### config.mk
export PLATFORM = sky130hd
export DESIGN_NAME = period_meter
export DESIGN_NICKNAME = d
export VERILOG_FILES = /design/src/rtl/period_meter_pkg.sv /design/src/rtl/sync_rise.sv /design/src/rtl/period_meter.sv
export SDC_FILE = /design/constraint.sdc
export NUM_CORES = 1
export LEC_CHECK = 0
export ABC_AREA = 1
export CORE_ASPECT_RATIO = 1.1
export CORE_MARGIN = 4
export CORE_UTILIZATION = 40
export DETAILED_ROUTE_END_ITERATION = 8
export GPL_TIMING_DRIVEN = 0
export MAX_ROUTING_LAYER = met4
export PLACE_DENSITY = 0.59
export SYNTH_ARGS = -nofsm -noshare
export SYNTH_HDL_FRONTEND = slang
export SYNTH_HIERARCHICAL = 1
export SYNTH_SLANG_ARGS = --single-unit
### constraint.sdc
create_clock -name fastclk -period 2.35 [get_ports fastclk]
set_input_delay 0.47 -clock fastclk [delete_from_list [all_inputs] [get_ports fastclk]]
set_output_delay 0.47 -clock fastclk [all_outputs]
set_load 0.005 [all_outputs]
### src/rtl/period_meter_pkg.sv
// period_meter_pkg
// Shared definitions for the period meter: measurement FSM state encoding
// and the default counter width / stall limit. The defaults are also read by
// the clock divider's configuration, so change them with care.
package period_meter_pkg;

    localparam int DEF_CNT_W   = 26;
    localparam int DEF_TIMEOUT = 2**26 - 1;

    typedef enum logic {
        IDLE,
        MEASURE
    } state_t;

endpackage

### src/rtl/sync_rise.sv
// sync_rise
// Two-flop synchronizer for a slow asynchronous input followed by a history
// flop, giving the synchronized level and a one-cycle rising-edge strobe.
// Falling edges are not reported.
//   fastclk  in   sampling clock
//   reset    in   synchronous active-high reset, clears all three flops
//   async_in in   asynchronous input
//   level    out  synchronized level (second synchronizer stage)
//   rise     out  high for the one cycle where level is 1 and was 0 before
module sync_rise (
    input  logic fastclk,
    input  logic reset,
    input  logic async_in,
    output logic level,
    output logic rise
);

    logic s1, s2, prev;

    always_ff @(posedge fastclk) begin
        if (reset) begin
            s1   <= 1'b0;
            s2   <= 1'b0;
            prev <= 1'b0;
        end else begin
            s1   <= async_in;
            s2   <= s1;
            prev <= s2;
        end
    end

    assign level = s2;
    assign rise  = s2 & ~prev;

endmodule

### src/rtl/period_meter.sv
// period_meter
// Measures period and high time of a slow square wave in fastclk cycles.
// A measurement window runs from one synchronized rising edge to the next;
// each completed window is reported with a one-cycle period_valid pulse.
// If no rising edge arrives within TIMEOUT cycles the source is flagged as
// stalled and the meter waits idle for the next edge.
//   fastclk      in   board clock, the only clock
//   reset        in   synchronous active-high reset (also clears synchronizer)
//   sig_in       in   asynchronous square wave
//   clear        in   synchronous soft clear (synchronizer left running)
//   period       out  last measured period
//   high_time    out  last measured high time
//   period_valid out  one-cycle pulse when period/high_time update
//   locked       out  valid measurement seen since reset, clear or timeout
//   timeout      out  sticky stall flag, cleared by next capture
module period_meter
    import period_meter_pkg::*;
#(
    parameter int CNT_W   = DEF_CNT_W,
    parameter int TIMEOUT = DEF_TIMEOUT
) (
    input  logic             fastclk,
    input  logic             reset,
    input  logic             sig_in,
    input  logic             clear,
    output logic [CNT_W-1:0] period,
    output logic [CNT_W-1:0] high_time,
    output logic             period_valid,
    output logic             locked,
    output logic             timeout
);

    localparam logic [CNT_W-1:0] ONE    = {{(CNT_W-1){1'b0}}, 1'b1};
    localparam logic [CNT_W-1:0] TO_CNT = CNT_W'(TIMEOUT);

    logic             level, rise;
    state_t           state, state_nx;
    logic [CNT_W-1:0] cnt, cnt_nx, hcnt, hcnt_nx;
    logic             capture, stall;

    sync_rise u_sync (
        .fastclk  (fastclk),
        .reset    (reset),
        .async_in (sig_in),
        .level    (level),
        .rise     (rise)
    );

    always_ff @(posedge fastclk) begin
        if (reset || clear) state <= IDLE;
        else                state <= state_nx;
    end

    // Counters start at 1 on the rise cycle, so cnt equals the number of
    // cycles since that rise when the next one arrives. The rise cycle always
    // has level = 1, hence hcnt also starts at 1.
    always_comb begin
        state_nx = state;
        cnt_nx   = cnt;
        hcnt_nx  = hcnt;
        capture  = 1'b0;
        stall    = 1'b0;
        case (state)
            IDLE: begin
                if (rise) begin
                    state_nx = MEASURE;
                    cnt_nx   = ONE;
                    hcnt_nx  = ONE;
                end
            end
            MEASURE: begin
                if (rise) begin
                    // A rise on the limit cycle still counts as a capture.
                    capture = 1'b1;
                    cnt_nx  = ONE;
                    hcnt_nx = ONE;
                end else if (cnt == TO_CNT) begin
                    stall    = 1'b1;
                    state_nx = IDLE;
                end else begin
                    cnt_nx  = cnt + ONE;
                    hcnt_nx = hcnt + {{(CNT_W-1){1'b0}}, level};
                end
            end
            default: state_nx = IDLE;
        endcase
    end

    always_ff @(posedge fastclk) begin
        if (reset || clear) begin
            cnt          <= '0;
            hcnt         <= '0;
            period       <= '0;
            high_time    <= '0;
            period_valid <= 1'b0;
            locked       <= 1'b0;
            timeout      <= 1'b0;
        end else begin
            cnt          <= cnt_nx;
            hcnt         <= hcnt_nx;
            period_valid <= capture;
            if (capture) begin
                period    <= cnt;
                high_time <= hcnt;
                locked    <= 1'b1;
                timeout   <= 1'b0;
            end else if (stall) begin
                locked    <= 1'b0;
                timeout   <= 1'b1;
            end
        end
    end

endmodule

==> out/qor.yml <==
outcome:
  outcome: "complete, no violations"
place:
  port_buffers: 58
  dp_cells: 1005
  post-dp-hpwl_mm: 12.30
  place_congestion: 0.8796
  place_ws_ps: -915.4
timing:
  final-hold-violation-count: 0
  fmax_ghz: 0.4579
  max_slew.worst_pin.slew_ps: 697.1
  slew_headroom_pct: 53.53
  timing.final.crit_share_pct: 92.93
  maxSlewViolCount: 0
  whs_ps: 416.1
  clock_skew_ps: 6.636
  finalSetupViolations: 0
  fin_ws_ps: 166.1
  rsz0062_at_grt: "false"
  min_period_ps: 2184
detailed_routing:
  wl_per_cell_um: 15.91
  drtIter0Drc: 362
  drc_errors: 0
  vias: 5281
  routed_wl_mm: 16.24
  dr.pass1.iters: 5
  routed_via_density: 5.172
  ant_nets: 0
clocking:
  post-cts-setup-buffers: 0
  cts_buffers: 9
  clk_path_buf_depth: 2
  cts_resized: 3
  cts_root_buf: "clkbuf_16"
  postCtsHoldBufs: 0
  path_clk_slew_ps: 80
  cts_sinks: 111
  cts_max_level: 3
  clock_latency_ps: 360
  cts_tree: "yes"
finish:
  drive_gt1_share_pct: 5.324
  syn_to_final_growth_pct: 21.32
  nets: 867
  ff_latch_area_sq_um: 2222
  nFillCells: 1365
  layout_commonest_cell: "nand2_1"
  final_cells: 1021
  n_antenna_cell: 0
  finalCoreUtilization_pct: 50.19
  multiInputGateArea_sq_um: 2631
  layout_common_cells: "nand2_1, dfxtp_1, nor2_1, inv_1, nand3_1"
synthesis:
  synth.avg_cell_area_sq_um: 6.677
  ys_ff_latch: 111
  yosysWarnings: 6
  ys_seq_area_share_pct: 42.13
  synth_cell_type_count: 26
  postSynthCellCount: 790
  synth_nets: 798
  synth_area_sq_um: 5275
hold_path:
  hold_path_class: "reg2reg"
pwr:
  power.density_nw_per_um2: 565.2
  peakVddDrop_v: 0.0003577
  leakagePower_nw: 2.358
critical_path:
  cp_num_buf_inv: 1
  slowest_delay_ps: 440
  cpMaxStageDelayCell: "dfxtp_1"
  cp_max_fo: 10
  path_common_cell: "nand4_1"
  cp-end-kind: "flip-flop"
  critPathKind: "reg2reg"
  start_kind: "flip-flop"
  cp.arrival_ps: 2410
  cp_top_family: "simple AND/OR/NAND/NOR gates"
  required_ps: 2580
  cp_cell_sequence: "ha_1 -> nand2_2 -> nor2_4 -> nand2_4 -> nor2_8 -> nand4_1 -> clkbuf_1 -> nand4_1 -> a21oi_1"
global_route:
  grt_overflow: 0
  grt_usage_pct: 22.66
  grt_pass1_vias: 5113
  grt_max_degree: 20
  grt_first_pass_wirelength_mm: 26.25
  antenna_found_initial: 0
floorplan:
  coreArea_sq_um: 12750
  die_x_um: 117.5
  rows: 43
  pin_count: 59
  start_util_pct: 41.37
  fp.dieH_um: 128.4
  dieArea_sq_um: 15090
flow_run:
  cap_violations: 0
==> flip-flops by register name, summed over array words and instances (netlist names) <==
register	flops
state	1
period_valid	1
hcnt	26
u_sync/level	1
u_sync/s1	1
cnt	26
high_time	26
locked	1
timeout	1
u_sync/prev	1
period	26
==> worst paths after layout <==
| kind | start | end | slack [ps] | cells past startpoint |
|---|---|---|---|---|
| setup reg to reg | cnt[1] | hcnt[20] | 170 | 9 |
| hold / removal | u_sync/s1 | u_sync/level | 420 | 2 |
| setup / recovery | cnt[1] | hcnt[20] | 170 | 9 |
| hold reg to reg | u_sync/s1 | u_sync/level | 420 | 2 |
==> layout make-up <==
| type | count | share of cell area (%) |
|---|---|---|
| buffer | 30 | 2.209 |
| tap | 157 | 3.069 |
| inverter | 86 | 5.044 |
| clock buffer | 9 | 3.519 |
| sequential | 111 | 34.72 |
| multi-input combinational | 563 | 41.11 |
| timing repair buffer | 58 | 9.071 |
| clock inverter | 7 | 1.251 |
==> routing by layer <==
metal	track usage [%]	wire length, um
met1	25.82	6920
met3	4.132	588
met5	-	0
met4	7.724	378
met2	40.41	8352
==> power by group <==
part	switching, mW	total [mW]	internal [mW]
combinational	0.0876	0.114	0.0264
sequential	0.00282	1.88	1.88
clock	0.775	1.62	0.844
total	0.865	3.62	2.75
==> synthesized netlist by cell type <==
library cell | number | area share [%]
clkbuf_1 | 23 | 1.6
nor3_1 | 6 | 0.57
o21bai_1 | 1 | 0.14
xor2_1 | 11 | 1.8
nand2_4 | 2 | 0.43
nand4_1 | 27 | 3.2
nand2_1 | 218 | 16
o21ai_0 | 55 | 5.2
nor2_2 | 5 | 0.59
nor2_4 | 1 | 0.21
inv_1 | 84 | 6.0
inv_2 | 1 | 0.071
nor2_8 | 1 | 0.38
buf_2 | 3 | 0.28
buf_1 | 1 | 0.071
o211ai_1 | 1 | 0.14
nand3_1 | 81 | 7.7
nand2_2 | 4 | 0.47
nand3_2 | 2 | 0.38
clkinv_1 | 1 | 0.071
buf_6 | 3 | 0.64
ha_1 | 4 | 0.95
a21oi_1 | 45 | 4.3
dfxtp_1 | 111 | 42
o2111ai_1 | 1 | 0.17
nor2_1 | 98 | 7.0
==> kinds of logic (layout without fill, tap and decap cells) <==
logic type	after synthesis	in the layout	synth area share [%]
AOI/OAI and AO/OA	103	103	9.938
xor gates and xnor gates	11	11	1.826
adders and majority gates	4	4	0.9488
buffers and inverters	116	190	8.752
DFF	111	111	42.13
and+or+nand+nor	445	445	36.41
==> tightest hold or removal path: cells and delay by family, from the launching register on <==
kind                   cells  cell delay, ps
buffers and inverters      1              50
AND/OR/NAND/NOR            1              30
flip-flops                 1             300
==> through the flow <==
| step | cell area, sq um | TNS [ps] | total power [mW] |
|---|---|---|---|
| after global placement | 6052 | -27940 | 2.038 |
| after CTS | 6365 | -666.7 | 3.649 |
| after floorplan | 5275 | 0 | 1.993 |
| after global routing | 6400 | 0 | 3.757 |
| final | 6400 | 0 | 3.617 |
| after detailed placement | 6052 | -29930 | 2.039 |
No activity file was read; power rests on OpenSTA's default activity.
